<file path="config.mk">
export PLATFORM = sky130hd
export DESIGN_NAME = seq_bit_serializer
export DESIGN_NICKNAME = d
export VERILOG_FILES = /design/src/rtl/seq_pkg.sv /design/src/rtl/word_hold_reg.sv /design/src/rtl/seq_bit_serializer.sv
export SDC_FILE = /design/constraint.sdc
export NUM_CORES = 1
export LEC_CHECK = 0
export BUFFER_PORTS_ARGS = -buffer_cell sky130_fd_sc_hd__buf_4
export CAP_MARGIN = 5
export CELL_PAD_IN_SITES_DETAIL_PLACEMENT = 1
export CELL_PAD_IN_SITES_GLOBAL_PLACEMENT = 1
export CORE_ASPECT_RATIO = 1.4
export CORE_UTILIZATION = 39
export CTS_CLUSTER_SIZE = 40
export DETAILED_ROUTE_END_ITERATION = 8
export PLACE_DENSITY = 0.7
export SLEW_MARGIN = 25
export SYNTH_ARGS = -nofsm -noshare
export SYNTH_HDL_FRONTEND = slang
export SYNTH_SLANG_ARGS = --single-unit
</file>
<file path="constraint.sdc">
create_clock -name clock -period 4.1 [get_ports clock]
set_clock_uncertainty 0.15 [all_clocks]
set_input_delay 0 -clock clock [delete_from_list [all_inputs] [get_ports clock]]
set_output_delay 0 -clock clock [all_outputs]
set_load 0.01 [all_outputs]
</file>
<file path="src/rtl/seq_pkg.sv">
// Shared constants and state encodings for the bit serializer and the Mealy
// sequence detector it feeds.
package seq_pkg;

  localparam int unsigned DefaultWidth = 8;

  typedef enum logic {
    StIdle  = 1'b0,
    StShift = 1'b1
  } ser_state_e;

  // Detector states for the overlapping "110" Mealy detector.
  typedef enum logic [1:0] {
    DetS0  = 2'd0,
    DetS1  = 2'd1,
    DetS11 = 2'd2
  } det_state_e;

endpackage

</file>
<file path="src/rtl/word_hold_reg.sv">
// Single-entry holding register with a full flag; a write takes precedence
// over a take in the same cycle.
module word_hold_reg #(
  parameter int unsigned Width = 8
) (
  input  logic             clk_i,
  input  logic             rst_ni,
  input  logic             wr_i,
  input  logic [Width-1:0] data_i,
  input  logic             take_i,
  output logic             full_o,
  output logic [Width-1:0] data_o
);

  logic             full_q, full_d;
  logic [Width-1:0] data_q, data_d;

  always_comb begin
    full_d = full_q;
    data_d = data_q;
    if (wr_i) begin
      full_d = 1'b1;
      data_d = data_i;
    end else if (take_i) begin
      full_d = 1'b0;
    end
  end

  always_ff @(posedge clk_i or negedge rst_ni) begin
    if (!rst_ni) begin
      full_q <= 1'b0;
      data_q <= '0;
    end else begin
      full_q <= full_d;
      data_q <= data_d;
    end
  end

  assign full_o = full_q;
  assign data_o = data_q;

endmodule

</file>
<file path="src/rtl/seq_bit_serializer.sv">
// Word-to-bit serializer: valid/ready load port, one holding register and a
// shift register that streams back-to-back words with no idle gap.
module seq_bit_serializer
  import seq_pkg::*;
#(
  parameter int unsigned WIDTH     = DefaultWidth,
  parameter bit          MSB_FIRST = 1'b1,
  parameter bit          IDLE_BIT  = 1'b0
) (
  input  logic             clock,
  input  logic             reset,
  input  logic [WIDTH-1:0] data_in,
  input  logic             load_valid,
  output logic             load_ready,
  output logic             x,
  output logic             x_valid,
  output logic             word_start,
  output logic             busy
);

  localparam int unsigned    CntW    = (WIDTH > 1) ? $clog2(WIDTH) : 1;
  localparam logic [CntW-1:0] LastCnt = CntW'(WIDTH - 1);

  ser_state_e       state_q, state_d;
  logic [CntW-1:0]  cnt_q, cnt_d;
  logic [WIDTH-1:0] shift_q, shift_d, shifted;
  logic [WIDTH-1:0] hold_data;
  logic             hold_full, hold_wr, hold_take;
  logic             accept, last_bit;

  // Ready comes from registered state only, so a full hold blocks the edge
  // that frees it.
  assign load_ready = !hold_full;
  assign accept     = load_valid && load_ready;
  assign last_bit   = (state_q == StShift) && (cnt_q == LastCnt);
  assign hold_wr    = accept && (state_q == StShift) && !last_bit;
  assign hold_take  = last_bit && hold_full;

  word_hold_reg #(
    .Width (WIDTH)
  ) u_hold (
    .clk_i  (clock),
    .rst_ni (reset),
    .wr_i   (hold_wr),
    .data_i (data_in),
    .take_i (hold_take),
    .full_o (hold_full),
    .data_o (hold_data)
  );

  always_comb begin
    if (MSB_FIRST) begin
      shifted = {shift_q[WIDTH-2:0], 1'b0};
    end else begin
      shifted = {1'b0, shift_q[WIDTH-1:1]};
    end
  end

  always_comb begin
    state_d = state_q;
    cnt_d   = cnt_q;
    shift_d = shift_q;
    unique case (state_q)
      StIdle: begin
        if (accept) begin
          state_d = StShift;
          cnt_d   = '0;
          shift_d = data_in;
        end
      end
      StShift: begin
        cnt_d   = cnt_q + CntW'(1);
        shift_d = shifted;
        if (last_bit) begin
          cnt_d = '0;
          if (hold_full) begin
            shift_d = hold_data;
          end else if (accept) begin
            shift_d = data_in;
          end else begin
            state_d = StIdle;
          end
        end
      end
      default: state_d = StIdle;
    endcase
  end

  always_ff @(posedge clock or negedge reset) begin
    if (!reset) begin
      state_q <= StIdle;
      cnt_q   <= '0;
      shift_q <= '0;
    end else begin
      state_q <= state_d;
      cnt_q   <= cnt_d;
      shift_q <= shift_d;
    end
  end

  assign x_valid    = (state_q == StShift);
  assign word_start = x_valid && (cnt_q == '0);
  assign busy       = x_valid || hold_full;
  assign x          = x_valid ? (MSB_FIRST ? shift_q[WIDTH-1] : shift_q[0]) : IDLE_BIT;

endmodule

</file>
==> summary.md <==
| Metric | Value |
|---|---|
| Status | completed |
| Mapped Nets | 120 |
| Drt via density | 5.578 |
| Delay of the slowest cell on the worst path | 420 ps |
| Drt wl/cell | 16.86 µm |
| DRC viols | 0 |
| Part of the Yosys area used for sequential elements | 45.90% |
| Startpoint Class | register |
| Worst endpoint required time | about 4200 ps |
| DRT Pass-1 Iters | 4 |
| Critical path, cell by cell | ha_1, ha_1, inv_1, nand2_1, nor2_8, mux2_2 |
| Clock sinks | 21 |
| Crit path depth | 6 |
| Final slew viol count | 0 |
| # setup viols final | 0 |
| Setup Slack @ Placement | 1930 ps |
| Fillers | 324 |
| Family with the most delay on the worst path | adder cells |
| Gr ovfl total | 0 |
| Nets | approximately 150 |
| Via count | 926 |
| Min-delay worst type | in2async |
| Most frequent CP cell | ha_1 |
| Die area | between 3000 and 4000 µm² |
| CP endpoint kind | register |
| Total global-route track usage | 21.65% |
| First-pass GRT wire length | between 4000 and 5000 µm |
| Worst-path cell with the longest stage delay | dfrtp_1 |
| PwrDens | around 600 nW/µm² |
| Critical path arrival | 2250 ps |
| Die height | 66.11 µm |
| Slew @ Worst Pin | around 850 ps |
| Share of layout cells above drive strength 1 | 24.62% |
| CTS root buf | clkbuf_4 |
| Syn. warnings | 0 |
| Relative slew margins | 43.57% |
| Number of distinct library cells after synthesis | 32 |
| Die Width | 47.79 µm |
| Unrepaired setup endpoints after global routing | false |
| Pin count of the biggest net entering global routing | 31 |
| Area of the core | 2698 µm² |
| Max-Cap Viols | 0 |
| CTS tree | yes |
| Antenna violations before repair | 0 |
| Clock slew at reported path FFs | 130 ps |
| Final Hold Fails | 0 |
| Buf/Inv on CP | 1 |
| Worst Reg-to-Reg Cells | 6 |
| Hpwl dp | 1923 µm |
| Worst-path fanout max | 13 |
| GPL Wtd Cong | 0.7605 |
| P_leak | 0.0006038 µW |
| Area Overhead vs Synth | 21.75% |
| Clock latency on the worst-skew pair | ~310 ps |
| Ant. Diodes | 0 |
| Fin Hold WS | between 100 and 150 ps |
| Number of global-route vias before repair | 1,034 |
| Worst vdd rail ir drop | 0.0002718 V |
| Tcrit/Tclk final | 53.37% |
| Synth Cell Area | 1145 µm² |
| Row cnt | 22 |
| Total CTS buffers | 3 |
| Setup TNS | 0 ps |
| Wire length after detailed routing | 2798 µm |
| Yosys reg bits | 21 |
| Clock tree buffer depth | 2 |
| Final min period | 2188 ps |
| Htree depth | 1 |
| Final WS setup | 1912 ps |
| WS Path Type | reg2reg |
| PostCTS Resize Cnt | 0 |
| Max Clock Freq | about 460 MHz |
| Initial detailed-routing violation count | 16 |
| Synthesized instance count | 106 |
| Syn avg cell area | 10.80 µm² |
| PortBufs | 15 |
| Initial core utilization | 42.44% |
| Post-DRT Antenna Nets | 0 |
| IO Pins | 16 |
-- layout make-up --
cell class                      instances  area [µm²]  area share, %
Clock buffer                            4       26.28          1.885
Inverter                                6       22.52          1.616
Multi-Input combinational cell         73       556.8          39.95
Sequential cell                        21       525.5          37.70
Tap cell                               36       45.04          3.232
Timing Repair Buffer                   26       217.7          15.62
-- timing repair --
item | in CTS | in global routing
setup buffers | 0 | 0
hold buffers | 11 | 0
endpoints found under the hold margin | 40 | 0
-- placed cells by master (no fill, tap or decap), types with 5 or more instances in the layout --
master	netlist	final
a22oi_1	5	5
a31oi_1	6	6
a32oi_1	6	6
buf_4	0	15
dfrtp_1	21	21
dlygate4sd3_1	0	10
inv_1	6	6
mux2_2	8	8
nand2_1	6	6
nor2b_1	6	6
o211ai_1	5	5
o21ai_0	5	5
-- per-stage QoR --
| stage | util, % | power, µW | area, µm² | std cells |
|---|---|---|---|---|
| floorplan | - | 626.7 | 1145 | 106 |
| global placement | 46.80 | 710.8 | 1262 | 151 |
| detailed placement | 46.80 | 729.5 | 1262 | 151 |
| CTS | 51.86 | 844.5 | 1399 | 166 |
| global route | 51.67 | 905.9 | 1394 | 166 |
| finish | 51.67 | 837.8 | 1394 | 166 |
-- kinds of logic (layout without fill, tap and decap cells) --
family          after synthesis  in the layout  share of synthesized area (%)
buf+inv                      12             36                          5.464
mux                          10             10                          9.618
compound gates               38             38                          22.95
flops                        21             21                          45.90
simple gates                 22             22                          12.79
fa+ha+maj                     3              3                          3.279
-- registers in the layout, summed over array words and instances (netlist names) --
register and flops:
shift_q 8, u_hold.full_o 1, x_valid 1, u_hold.data_o 8
cnt_q 3
-- synth_stat cells --
| library cell | number | share of area (%) |
|---|---|---|
| a21oi_1 | 4 | 1.7 |
| a22oi_1 | 5 | 3.3 |
| a2bb2oi_1 | 1 | 0.77 |
| a31oi_1 | 6 | 3.3 |
| a32o_1 | 1 | 0.87 |
| a32oi_1 | 6 | 4.6 |
| and2_1 | 1 | 0.55 |
| and3b_1 | 1 | 0.77 |
| buf_1 | 1 | 0.33 |
| buf_2 | 2 | 0.87 |
| buf_6 | 2 | 2.0 |
| clkbuf_1 | 1 | 0.33 |
| dfrtp_1 | 21 | 46 |
| ha_1 | 3 | 3.3 |
| inv_1 | 6 | 2.0 |
| mux2_2 | 8 | 7.9 |
| mux2i_1 | 2 | 1.7 |
| nand2_1 | 6 | 2.0 |
| nand2b_4 | 1 | 1.2 |
| nor2_1 | 2 | 0.66 |
| nor2_2 | 1 | 0.55 |
| nor2_4 | 1 | 0.98 |
| nor2_8 | 1 | 1.7 |
| nor2b_1 | 6 | 3.3 |
| o211ai_1 | 5 | 3.3 |
| o21a_1 | 1 | 0.66 |
| o21ai_0 | 5 | 2.2 |
| o21ai_1 | 1 | 0.44 |
| o22ai_1 | 2 | 1.1 |
| o32ai_1 | 1 | 0.77 |
| or2_2 | 1 | 0.55 |
| or3_1 | 1 | 0.55 |
-- path summary, 6_finish.rpt --
| kind | slack (ps) | to | startpoint |
|---|---|---|---|
| worst max-delay path | 1910 | u_hold.data_o[1] | cnt_q[0] |
| worst min-delay path | 110 | shift_q[7] | reset |
| worst max register to register | 1910 | u_hold.data_o[1] | cnt_q[0] |
| worst min register to register | 370 | u_hold.data_o[6] | u_hold.data_o[6] |
| max in group asynchronous | 3360 | shift_q[6] | reset |
| min in group clock | 330 | u_hold.data_o[6] | data_in[6] |
-- tightest hold or removal path, stage by stage --
cell and delay, ps:
dlygate4sd3_1 530, buf_4 100, buf_2 400
-- report_power, final --
group	switching, µW	leakage, µW	internal, µW
sequential	89.5	0.000258	296
combinational	174	0.000331	171
clock	68.6	0.0000150	38.0
total	333	0.000604	505
-- layer usage --
| metal | track usage [%] | routed length (µm) | up-vias |
|---|---|---|---|
| li1 | - | - | 443 |
| met1 | 24.66 | 1218 | 465 |
| met2 | 36.82 | 1470 | 14 |
| met3 | 4.098 | 66 | 4 |
| met4 | 10.07 | 42 | 0 |
| met5 | 0 | 0 | - |
(Power assumes the default switching activity.)
